==> src/rtl/deserializer.sv <==
// 10-bit TMDS-style serial receiver: finds word alignment from control tokens and
// presents aligned words with a one-cycle strobe and decoded control information.
module deserializer #(
   parameter int LOCK_COUNT = 4,
   parameter int MISS_LIMIT = 3
) (
   input  logic       clk,
   input  logic       rst,
   input  logic       serial_in,
   output logic [9:0] data_out,
   output logic       data_valid,
   output logic       is_ctrl,
   output logic [1:0] ctrl,
   output logic       locked
);

   localparam int MW = $clog2(LOCK_COUNT + 1);
   localparam int XW = $clog2(MISS_LIMIT + 1);

   typedef enum logic [1:0] {
      SEARCH = 2'd0,
      VERIFY = 2'd1,
      LOCKED = 2'd2
   } state_t;

   // Returns {hit, C1, C0}; C1C0 is 2'b00 when the word is not a control token.
   function automatic logic [2:0] tok_decode(input logic [9:0] w);
      logic [2:0] r;
      case (w)
         10'b1101010100: r = 3'b100;
         10'b0010101011: r = 3'b101;
         10'b0101010100: r = 3'b110;
         10'b1010101011: r = 3'b111;
         default:        r = 3'b000;
      endcase
      return r;
   endfunction

   state_t        state_q;
   logic [9:0]    sh_q;
   logic [9:0]    sh_d;
   logic [3:0]    cnt_q;
   logic [3:0]    cnt_d;
   logic [MW-1:0] match_q;
   logic [XW-1:0] miss_q;
   logic [9:0]    data_q;
   logic          valid_q;
   logic          is_ctrl_q;
   logic [1:0]    ctrl_q;
   logic          locked_q;
   logic          bnd_s;
   logic          tok_s;
   logic [1:0]    code_s;

   // Shift register and phase counter next-state, plus token decode of the current window.
   always_comb begin
      sh_d = {serial_in, sh_q[9:1]};
      bnd_s = (cnt_q == 4'd9);
      if (bnd_s) begin
         cnt_d = 4'd0;
      end else begin
         cnt_d = cnt_q + 4'd1;
      end
      {tok_s, code_s} = tok_decode(sh_q);
   end

   // Alignment FSM with registered word/strobe/lock outputs.
   always_ff @(posedge clk or negedge rst) begin
      if (!rst) begin
         state_q   <= SEARCH;
         sh_q      <= 10'd0;
         cnt_q     <= 4'd0;
         match_q   <= '0;
         miss_q    <= '0;
         data_q    <= 10'd0;
         valid_q   <= 1'b0;
         is_ctrl_q <= 1'b0;
         ctrl_q    <= 2'b00;
         locked_q  <= 1'b0;
      end else begin
         sh_q    <= sh_d;
         cnt_q   <= cnt_d;
         valid_q <= 1'b0;
         case (state_q)
            SEARCH: begin
               // A token anywhere sets the word phase so the next boundary follows it.
               if (tok_s) begin
                  cnt_q   <= 4'd0;
                  match_q <= MW'(1'b1);
                  if (LOCK_COUNT == 1) begin
                     state_q  <= LOCKED;
                     locked_q <= 1'b1;
                     miss_q   <= '0;
                  end else begin
                     state_q <= VERIFY;
                  end
               end
            end
            VERIFY: begin
               if (bnd_s) begin
                  if (tok_s) begin
                     match_q <= match_q + MW'(1'b1);
                     if (int'(match_q) + 32'sd1 == LOCK_COUNT) begin
                        state_q  <= LOCKED;
                        locked_q <= 1'b1;
                        miss_q   <= '0;
                     end
                  end else begin
                     state_q <= SEARCH;
                     match_q <= '0;
                  end
               end
            end
            LOCKED: begin
               if (bnd_s) begin
                  data_q    <= sh_q;
                  is_ctrl_q <= tok_s;
                  ctrl_q    <= code_s;
                  valid_q   <= 1'b1;
                  if (tok_s) begin
                     miss_q <= '0;
                  end
               end else if (tok_s) begin
                  // Off-phase token: the exit consumes it without realigning this cycle.
                  if (int'(miss_q) + 32'sd1 == MISS_LIMIT) begin
                     state_q  <= SEARCH;
                     locked_q <= 1'b0;
                     match_q  <= '0;
                     miss_q   <= '0;
                  end else begin
                     miss_q <= miss_q + XW'(1'b1);
                  end
               end
            end
            default: begin
               state_q  <= SEARCH;
               locked_q <= 1'b0;
               match_q  <= '0;
               miss_q   <= '0;
            end
         endcase
      end
   end

   assign data_out   = data_q;
   assign data_valid = valid_q;
   assign is_ctrl    = is_ctrl_q;
   assign ctrl       = ctrl_q;
   assign locked     = locked_q;

endmodule

==> config.mk <==
export PLATFORM = sky130hd
export DESIGN_NAME = deserializer
export DESIGN_NICKNAME = d
export VERILOG_FILES = /design/src/rtl/deserializer.sv
export SDC_FILE = /design/constraint.sdc
export NUM_CORES = 1
export LEC_CHECK = 0
export ABC_AREA = 1
export BUFFER_PORTS_ARGS = -buffer_cell sky130_fd_sc_hd__buf_2
export CORE_ASPECT_RATIO = 1.1
export CORE_MARGIN = 10
export CORE_UTILIZATION = 50
export CTS_CLUSTER_DIAMETER = 80
export DETAILED_ROUTE_END_ITERATION = 16
export PLACE_DENSITY_LB_ADDON = 0.05
export SYNTH_ARGS = -nofsm -noshare
export SYNTH_HDL_FRONTEND = slang
export SYNTH_SLANG_ARGS = --single-unit
==> constraint.sdc <==
create_clock -name clk -period 2.5 [get_ports clk]
set_clock_uncertainty 0.1 [all_clocks]
set_input_delay 0.5 -clock clk [delete_from_list [all_inputs] [get_ports clk]]
set_output_delay 0.5 -clock clk [all_outputs]
set_load 0.02 [all_outputs]
# Word-level counts from Yosys, hierarchy flattened
# Index checks and enable logic that the tools add are counted.
dict set report totals {
  inputBits 3
  reg_bits 36
  wordCells 75
  output_inout_bits 15
}
dict set report classes {
  bitwise_logic 1
  n_eq_ne 17
  addsub 5
  reduce_logical 6
  n_mux 36
}
# operator count
set ops {}
lappend ops {{2-bit two-way mux} 14}
lappend ops {{10-bit equality test, second input constant} 2}
lappend ops {{3-bit two-way mux} 6}
lappend ops {{2-bit != test, second input constant} 7}
lappend ops {{4-bit two-way mux} 3}
lappend ops {{2-bit one-hot mux with 3 select lines} 2}
lappend ops {{3-bit one-hot mux with 4 select lines} 1}
lappend ops {{10-bit by 8-bit equality test with 1-bit output, second input constant} 1}
lappend ops {{10-bit by 9-bit equality test with 1-bit output, second input constant} 1}
lappend ops {{5-bit AND reduction} 2}
lappend ops {{3-bit one-hot mux with 3 select lines} 1}
lappend ops {{1-bit two-way mux} 8}
lappend ops {{7-bit AND reduction} 1}
lappend ops {{6-bit AND reduction} 1}
lappend ops {{3-bit by 1-bit adder with 4-bit output, second input constant} 1}
lappend ops {{4-bit by 1-bit adder with 4-bit output, second input constant} 1}
lappend ops {{4-bit by 3-bit equality test with 1-bit output, second input constant} 1}
lappend ops {{4-bit equality test, second input constant} 1}
lappend ops {{2-bit by 1-bit adder with 3-bit output, second input constant} 1}
lappend ops {{3-bit by 1-bit adder with 3-bit output, second input constant} 1}
lappend ops {{3-bit by 2-bit equality test with 1-bit output, second input constant} 1}
lappend ops {{3-bit != test, second input constant} 1}
lappend ops {{1-bit one-hot mux with 3 select lines} 1}
lappend ops {{2-bit by 1-bit adder with 2-bit output, second input constant} 1}
lappend ops {{other kinds (5)} 5}

# Depth between registers and ports, before layout
# Gate-level depths: netlist (run 1).
dict set report depth {
  ltp_word 6
  mapped_depth 11
  ltp_nobuf 11
}

# Worst setup path before layout (run 1)
# No wires, ideal clock.
dict set report synth_path {
  path_type {reg-to-reg}
  from {register match_q[0]}
  to {register locked_q, in the netlist locked}
  stages_incl_launch_ff 10
  required_ps 2277
  n_path_buf 0
  setup_slack_ps 978
  period_less_slack_ps 1522
  t_arrival_ps 1299
  cell_sequence {dfrtp_1 ha_1 nand2_1 inv_1 nor2_1 nand4_1 nand2_1 nand3_1 o21ai_0 nand2_1}
}
dict set report synth_via {
  elab_chain_len 4
}
# item line_no
set synth_rtl {}
lappend synth_rtl {{start: declaration} 44} ;# logic [MW-1:0] match_q;
lappend synth_rtl {{start signal: assignment} 89} ;# match_q <= MW'(1'b1);
lappend synth_rtl {{start signal: assignment} 102} ;# match_q <= match_q + MW'(1'b1);
lappend synth_rtl {{3-bit by 1-bit adder with 4-bit output} 103} ;# if (int'(match_q) + 32'sd1 == LOCK_COUNT) begin
lappend synth_rtl {{4-bit by 3-bit equality test with 1-bit output} 103}
lappend synth_rtl {{2-bit != test (no source line)} n/a}
lappend synth_rtl {{7-bit AND reduction (no source line)} n/a}
lappend synth_rtl {{end signal: assignment} 92} ;# locked_q <= 1'b1;
lappend synth_rtl {{end signal: assignment} 105} ;# locked_q <= 1'b1;
lappend synth_rtl {{end signal: assignment} 127} ;# locked_q <= 1'b0;
lappend synth_rtl {{end: declaration} 50} ;# logic locked_q;
# No other way between the ends.
# A chain may end at the register's enable or synchronous reset.

# Final worst setup path (run 1)
# Ends and elaborated chain as after synthesis.

==> results.sh, run 1 <==
export IMPL_finalSetupTns_ns=0
export IMPL_cts_hold_buf=0
export IMPL_drt_total_wl_microns=2812
export IMPL_power_per_cell_area_nw_per_um2=705.0
export IMPL_clock_sinks=36
export IMPL_ys_warn_count=0
export IMPL_reg2reg_to="locked$_DFFE_PN0P_"
export IMPL_syn_area_sq_um=1610
export IMPL_vdd_drop_max_uv=630.0
export IMPL_cts_tree="yes"
export IMPL_hold_violations=0
export IMPL_maxSlewHeadroom_pct=49.35
export IMPL_synth_seq_area_share_pct=55.94
export IMPL_syn_to_final_growth_pct=11.42
export IMPL_critical_path_class="flop to flop"
export IMPL_cts_made_buffers=5
export IMPL_grt_first_pass_wirelength_microns=5188
export IMPL_drc=0
export IMPL_regToRegSetupSlack_ns=0.81
export IMPL_finalWeightedCongestion=0.8191
export IMPL_synth_compound_area_share_pct=5.750
export IMPL_crit_slowest_cell="dfrtp_1"
export IMPL_fin_util_pct=58.36
export IMPL_port_buffer_count=17
export IMPL_core_area_sq_um=3074
export IMPL_post_route_min_period_ns=1.694
export IMPL_fillers=273
export IMPL_nNetsFinal=200
export IMPL_antenna_found_initial=0
export IMPL_fp_dieW_microns=74.11
export IMPL_cts_root_buffer="clkbuf_4"
export IMPL_regArea_sq_um=900.9
export IMPL_clock_path_buffers=2
export IMPL_rsz0062_at_grt="no"
export IMPL_diodes=0
export IMPL_overflow=0
export IMPL_status="completed"
export IMPL_cts_htree_levels=2
export IMPL_cpMostUsedCell="nand2_1"
export IMPL_cts_setup_buffers=0
export IMPL_cp_end_kind="flop"
export IMPL_synth_most_common_cell="nand2_1"
export IMPL_hold_path_class="input port to async pin"
export IMPL_ys_ff_latch=36
export IMPL_wl_per_cell_microns=12.28
export IMPL_ys_types=25
export IMPL_die_h_microns=79.52
export IMPL_yosysTopAreaCell="dfrtp_1"
export IMPL_clock_latency_ns=0.32
export IMPL_io_pins=18
export IMPL_clkTransAtPathRegs_ns=0.10
export IMPL_async_flop_share_pct=100.0
export IMPL_r2r_worst_path_cells=9
export IMPL_synth_adder_area_share_pct=1.554
export IMPL_p_leak_nw=0.9573
export IMPL_synth_avg_cell_area_sq_um=9.308
export IMPL_crit_path_start_kind="flop"
export IMPL_crit_required_ns=2.62
export IMPL_syn_inst=173
export IMPL_cts_resized=0
export IMPL_synth_top_family_by_area="simple AND/OR/NAND/NOR gates"
export IMPL_max_stage_delay_ns=0.42
export IMPL_synthSimpleGateAreaFrac_pct=31.24
export IMPL_vias=1167
export IMPL_netlist_top_cells_count="nand2_1, dfrtp_1, nor2_1"
export IMPL_drtAntennaViolNets=0
export IMPL_viasPerCell=5.096
export IMPL_synth_edf_count=0
export IMPL_final_max_slew_viol_count=0
export IMPL_r2r_start="match_q[0]$_DFFE_PN0P_"
export IMPL_finalCritPeriodShare_pct=67.78
export IMPL_rows=21
export IMPL_grt_pass1_vias=1152
export IMPL_synth_area_leaders="dfrtp_1, nand2_1, nand3_1, nor2_1, o21ai_0"
export IMPL_synth_top_cell_area_share_pct=55.94
export IMPL_dr_first_iter_drc_count=79
export IMPL_track_usage_pct=11.14
export IMPL_synthFlopType="dfrtp_1"
export IMPL_grt_max_degree=37
export IMPL_cp_max_fo=4
export IMPL_synth_xor_area_share_pct=0.5439
export IMPL_cp_arrival_ns=1.81
export IMPL_synth_area_mux_share_pct=0
export IMPL_crit_chain="ha_1 > nand2_1 > inv_1 > nor2_1 > nand4_1 > nand2_1 > nand3_1 > o21ai_0 > nand2_1"
export IMPL_syn_num_nets=178
export IMPL_drt_pass1_iterations=4
export IMPL_start_util_pct=52.38
export IMPL_dp_hpwl_microns=2139
export IMPL_max_cap_violations=0
export IMPL_maxClockFrequency_mhz=590.2
export IMPL_tightest_slew_ns=0.7598
export IMPL_multi_input_area_sq_um=629.4
export IMPL_setup_viol=0
export IMPL_die_area_sq_um=5893
export IMPL_layout_drive_gt1_share_pct=23.59
[registers in the layout, indices dropped and copies added, names as in the netlist]
| name | cells |
|---|---|
| miss_q | 2 |
| is_ctrl | 1 |
| locked | 1 |
| state_q | 2 |
| ctrl | 2 |
| sh_q | 10 |
| data_out | 10 |
| data_valid | 1 |
| match_q | 3 |
| cnt_q | 4 |
[layer usage]
layer | up-vias | GRT usage (%) | wire length, microns
met1 | 548 | 12.87 | 1167
met2 | 21 | 18.52 | 1462
li1 | 596 | - | -
met4 | 0 | 3.358 | 17
met5 | - | 0 | 0
met3 | 2 | 4.229 | 164
[final cells by class]
cell class	count	area share, %
repair buffers	17	4.742
flip-flops and latches	36	50.21
clock buffers	7	3.626
multi-input cells	116	35.08
inverters	19	3.975
well taps	34	2.371
[worst max-delay path by stage]
stage / from / to / slack [ns] / depth (start not counted)
CTS: match_q[0]$_DFFE_PN0P_ / locked$_DFFE_PN0P_ / 0.80 / 9
finish: match_q[0]$_DFFE_PN0P_ / locked$_DFFE_PN0P_ / 0.81 / 9
global placement: match_q[0]$_DFFE_PN0P_ / locked$_DFFE_PN0P_ / 0.83 / 9
global route: sh_q[3]$_DFF_PN0_ / state_q[1]$_DFFE_PN0P_ / 0.66 / 10
floorplan: match_q[0]$_DFFE_PN0P_ / locked$_DFFE_PN0P_ / 0.98 / 9
detailed placement: match_q[0]$_DFFE_PN0P_ / locked$_DFFE_PN0P_ / 0.81 / 9
[layout by cell type (no fill, tap or decap)]
master / n
nand2_1: 46
dfrtp_1: 36
buf_2: 17
nor2_1: 16
nand3_1: 14
inv_1: 13
o21ai_0: 10
inv_2: 6
clkbuf_4: 5
nand2_2: 3
nand2_4: 3
nand4_1: 3
o21ai_1: 3
nand3_2: 2
nor2_2: 2
nor2_8: 2
a21oi_1: 2
nor2_4: 2
ha_1: 2
clkbuf_8: 2
nor3_1: 1
nand4_4: 1
xnor2_1: 1
o21ai_2: 1
a22o_1: 1
nand3b_1: 1
[through the flow]
step | instance area [sq um] | cells | hold WS (ns) | power [W] | setup slack [ns]
2_1_floorplan | 1610 | 173 | 0.1044 | 0.0008935 | 0.9782
3_3_place_gp | 1729 | 222 | 0.2784 | 0.0009397 | 0.8294
3_5_place_dp | 1729 | 222 | 0.2789 | 0.0009505 | 0.8126
4_1_cts | 1794 | 229 | 0.1535 | 0.001284 | 0.8032
5_1_grt | 1794 | 229 | 0.1557 | 0.001351 | 0.6573
6_report | 1794 | 229 | 0.1404 | 0.001265 | 0.8056
[report_power, final]
| part | switching (W) | internal (W) | total [W] |
|---|---|---|---|
| sequential | 0.0000588 | 0.000629 | 0.000688 |
| clock | 0.000172 | 0.000160 | 0.000332 |
| combinational | 0.000151 | 0.0000943 | 0.000246 |
| total | 0.000382 | 0.000883 | 0.00126 |
[critical path: cells and delay by family, from the launching register on]
| family | cells | cell delay, ns |
|---|---|---|
| AND/OR/NAND/NOR | 6 | 0.65 |
| flip-flops | 1 | 0.42 |
| adder cells (fa/ha/maj) | 1 | 0.22 |
| AO/OA/AOI/OAI | 1 | 0.16 |
| buffers and inverters | 1 | 0.03 |
[logic make-up after synthesis]
| group | Yosys count |
|---|---|
| and+or+nand+nor | 96 |
| DFF | 36 |
| buffers and inverters | 21 |
| AOI/OAI and AO/OA | 17 |
| adders and majority gates | 2 |
| xor gates and xnor gates | 1 |
No activity file was read; power rests on OpenSTA's default activity.
==> inputs of run 2 (changes only) <==
--- a/config.mk
+++ b/config.mk
@@ -5,7 +5,7 @@
 export SDC_FILE = /design/constraint.sdc
 export NUM_CORES = 1
 export LEC_CHECK = 0
-export ABC_AREA = 1
+export ABC_AREA = 0
 export BUFFER_PORTS_ARGS = -buffer_cell sky130_fd_sc_hd__buf_2
 export CORE_ASPECT_RATIO = 1.1
 export CORE_MARGIN = 10
==> constraint.sdc (replaced) <==
create_clock -name clk -period 1.65 [get_ports clk]
set_clock_uncertainty 0.1 [all_clocks]
set_input_delay 0.33 -clock clk [delete_from_list [all_inputs] [get_ports clk]]
set_output_delay 0.33 -clock clk [all_outputs]
set_load 0.02 [all_outputs]
==> run 2 against run 1 <==
Net effect:
- the run now ends with negative setup slack left
- sequential cell count did not move
- core utilization grew 9.3 points
- combinational power rose by 82%
- clock power up 59%
- design area up 15%
- non-clock buffer count is 30 higher
- die area shrank 0.92%
- sequential share of layout area decreased by 6.5 points
- hold slack better by 0.20 ns
- synthesized area is 1.2% lower
==> results.sh, run 2 <==
export IMPL_status="finished with violations"
export IMPL_violations="negative setup slack"
export IMPL_cts_made_buffers=5
export IMPL_hold_path_class="flop to flop"
export IMPL_vias=1131
export IMPL_finalWeightedCongestion=0.8392
export IMPL_clock_path_buffers=2
export IMPL_maxClockFrequency_mhz=540.5
export IMPL_fillers=246
export IMPL_r2r_worst_path_cells=6
export IMPL_final_cell_mix="dfrtp_1, buf_4, buf_2"
export IMPL_multi_input_area_sq_um=700.7
export IMPL_synth_area_leaders="dfrtp_1, mux2_2, mux2_4, nand2_1, nor2_1"
export IMPL_port_buffer_count=17
export IMPL_synth_avg_cell_area_sq_um=12.62
export IMPL_diodes=0
export IMPL_crit_required_ns=1.78
export IMPL_cts_tree="yes"
export IMPL_synth_seq_area_share_pct=56.65
export IMPL_rsz0062_at_grt="yes"
export IMPL_synth_most_common_cell="dfrtp_1"
export IMPL_reg2reg_to="match_q[0]$_DFFE_PN0P_"
export IMPL_drtAntennaViolNets=0
export IMPL_regToRegSetupSlack_ns=-0.20
export IMPL_rows=21
export IMPL_syn_to_final_growth_pct=29.74
export IMPL_syn_inst=126
export IMPL_ys_types=45
export IMPL_critical_path_class="flop to flop"
export IMPL_cp_max_fo=8
export IMPL_syn_num_nets=131
export IMPL_antenna_found_initial=0
export IMPL_synth_top_family_by_area="simple AND/OR/NAND/NOR gates"
export IMPL_vdd_drop_max_uv=750.7
export IMPL_wl_per_cell_microns=15.10
export IMPL_fin_util_pct=67.69
export IMPL_power_per_cell_area_nw_per_um2=945.4
export IMPL_ys_ff_latch=36
export IMPL_netlist_top_cells_count="dfrtp_1, nand2_1, nor2_1"
export IMPL_start_util_pct=52.18
export IMPL_post_route_min_period_ns=1.850
export IMPL_hold_start="sh_q[9]$_DFF_PN0_"
export IMPL_core_area_sq_um=3048
export IMPL_p_leak_nw=1.065
export IMPL_synth_top_cell_area_share_pct=56.65
export IMPL_synthSimpleGateAreaFrac_pct=16.92
export IMPL_clkTransAtPathRegs_ns=0.10
export IMPL_setup_viol=25
export IMPL_max_cap_violations=0
export IMPL_overflow=0
export IMPL_finalCritPeriodShare_pct=112.1
export IMPL_yosysTopAreaCell="dfrtp_1"
export IMPL_synth_adder_area_share_pct=1.574
export IMPL_clock_sinks=36
export IMPL_grt_first_pass_wirelength_microns=5513
export IMPL_dp_hpwl_microns=2275
export IMPL_final_max_slew_viol_count=0
export IMPL_tightest_slew_ns=0.4432
export IMPL_regArea_sq_um=900.9
export IMPL_hold_ws_ns=0.3446
export IMPL_layout_drive_gt1_share_pct=47.16
export IMPL_die_area_sq_um=5839
export IMPL_io_pins=18
export IMPL_synth_area_mux_share_pct=10.31
export IMPL_cp_end_kind="flop"
export IMPL_async_flop_share_pct=100.0
export IMPL_drc=0
export IMPL_holdPathStages=0
export IMPL_fp_dieW_microns=73.77
export IMPL_grt_pass1_vias=1207
export IMPL_dr_first_iter_drc_count=54
export IMPL_synth_xor_area_share_pct=0.5507
export IMPL_syn_area_sq_um=1590
export IMPL_cts_htree_levels=2
export IMPL_grt_max_degree=20
export IMPL_crit_path_start_kind="flop"
export IMPL_viasPerCell=5.386
export IMPL_setup_ws_ns=-0.2002
export IMPL_hold_violations=0
export IMPL_die_h_microns=79.15
export IMPL_drt_pass1_iterations=3
export IMPL_cts_root_buffer="clkbuf_4"
export IMPL_cp_arrival_ns=1.98
export IMPL_synth_edf_count=0
export IMPL_maxSlewHeadroom_pct=70.45
export IMPL_min_to="sh_q[8]$_DFF_PN0_"
export IMPL_clock_latency_ns=0.34
export IMPL_synthFlopType="dfrtp_1"
export IMPL_synth_compound_area_share_pct=10.15
export IMPL_track_usage_pct=11.93
export IMPL_ys_warn_count=0
export IMPL_drt_total_wl_microns=3170
export IMPL_layout_commonest_cell="dfrtp_1"
export IMPL_nNetsFinal=181
export IMPL_r2r_start="sh_q[8]$_DFF_PN0_"
-- run 2: cell count changes after synthesis, moves of 3 or more --
cell	previous run	this run
nand2_1	46	9
nand3_1	14	2
inv_1	13	4
nor2_1	16	8
mux2_2	0	7
inv_2	6	0
mux2_4	0	5
o21ai_0	10	5
a21o_1	0	3
nand2_2	3	0
nand2_4	3	0
o21ai_1	3	0
-- run 2: worst max path at each step --
stage / start / to / slack, ns
floorplan: cnt_q[2]$_DFF_PN0_ / data_out[5]$_DFFE_PN0P_ / -0.24
global placement: sh_q[6]$_DFF_PN0_ / match_q[0]$_DFFE_PN0P_ / -0.20
detailed placement: sh_q[6]$_DFF_PN0_ / match_q[0]$_DFFE_PN0P_ / -0.28
CTS: sh_q[8]$_DFF_PN0_ / match_q[0]$_DFFE_PN0P_ / -0.23
global route: sh_q[8]$_DFF_PN0_ / state_q[1]$_DFFE_PN0P_ / -0.27
finish: sh_q[8]$_DFF_PN0_ / match_q[0]$_DFFE_PN0P_ / -0.20
-- run 2: cell families (layout without fill, tap and decap cells) --
kind of cell | Yosys count | after routing
and+or+nand+nor | 42 | 43
xor gates and xnor gates | 1 | 1
DFF | 36 | 36
adders and majority gates | 2 | 2
buffers and inverters | 9 | 58
muxes | 13 | 13
AOI/OAI and AO/OA | 23 | 23
-- run 2: repair_timing --
| action | in CTS | in global routing |
|---|---|---|
| endpoints found under the setup margin | 25 | 25 |
| gates cloned | 1 | 0 |
| buffers inserted | 3 | 1 |
| pin swaps | 11 | 3 |
| hold buffers | 2 | 0 |
| endpoints found under the hold margin | 18 | 0 |
| gates resized for setup | 11 | 3 |
-- run 2: critical path, stage by stage (launching register included) --
cell and delay (ns):
dfrtp_1 0.40, or3b_4 0.41, nor4b_4 0.28, or2_4 0.20
buf_6 0.13, a21o_1 0.14, o22ai_1 0.07
-- run 2: area by class of cell --
class / count / share of cell area, %
clock buffer: 7 / 3.153
multi-input combinational: 82 / 33.96
timing repair buffer: 47 / 16.43
tap: 34 / 2.062
sequential: 36 / 43.66
inverter: 4 / 0.7277
-- run 2: layer usage --
layer / track usage [%] / part of all wire [%] / routed length (microns)
met1: 12.73 / 42 / 1344
met3: 4.104 / 5.9 / 186
met5: 0 / 0 / 0
met2: 20.90 / 50 / 1583
met4: 4.478 / 1.7 / 55
-- run 2: power by group --
group / switching (W) / internal, W
combinational: 0.000205 / 0.000242
clock: 0.000286 / 0.000242
sequential: 0.0000360 / 0.000939
total: 0.000527 / 0.00142
-- run 2: stage by stage --
stage | setup TNS, ns | cell area (sq um) | setup WS, ns | std cells | power, W
4_1_cts | -3.534 | 2042 | -0.2307 | 209 | 0.001960
3_5_place_dp | -3.988 | 1907 | -0.2831 | 197 | 0.001414
2_1_floorplan | -3.223 | 1617 | -0.2371 | 126 | 0.001236
3_3_place_gp | -3.168 | 1907 | -0.1981 | 197 | 0.001394
5_1_grt | -4.497 | 2063 | -0.2733 | 210 | 0.002063
6_report | -2.931 | 2063 | -0.2002 | 210 | 0.001950
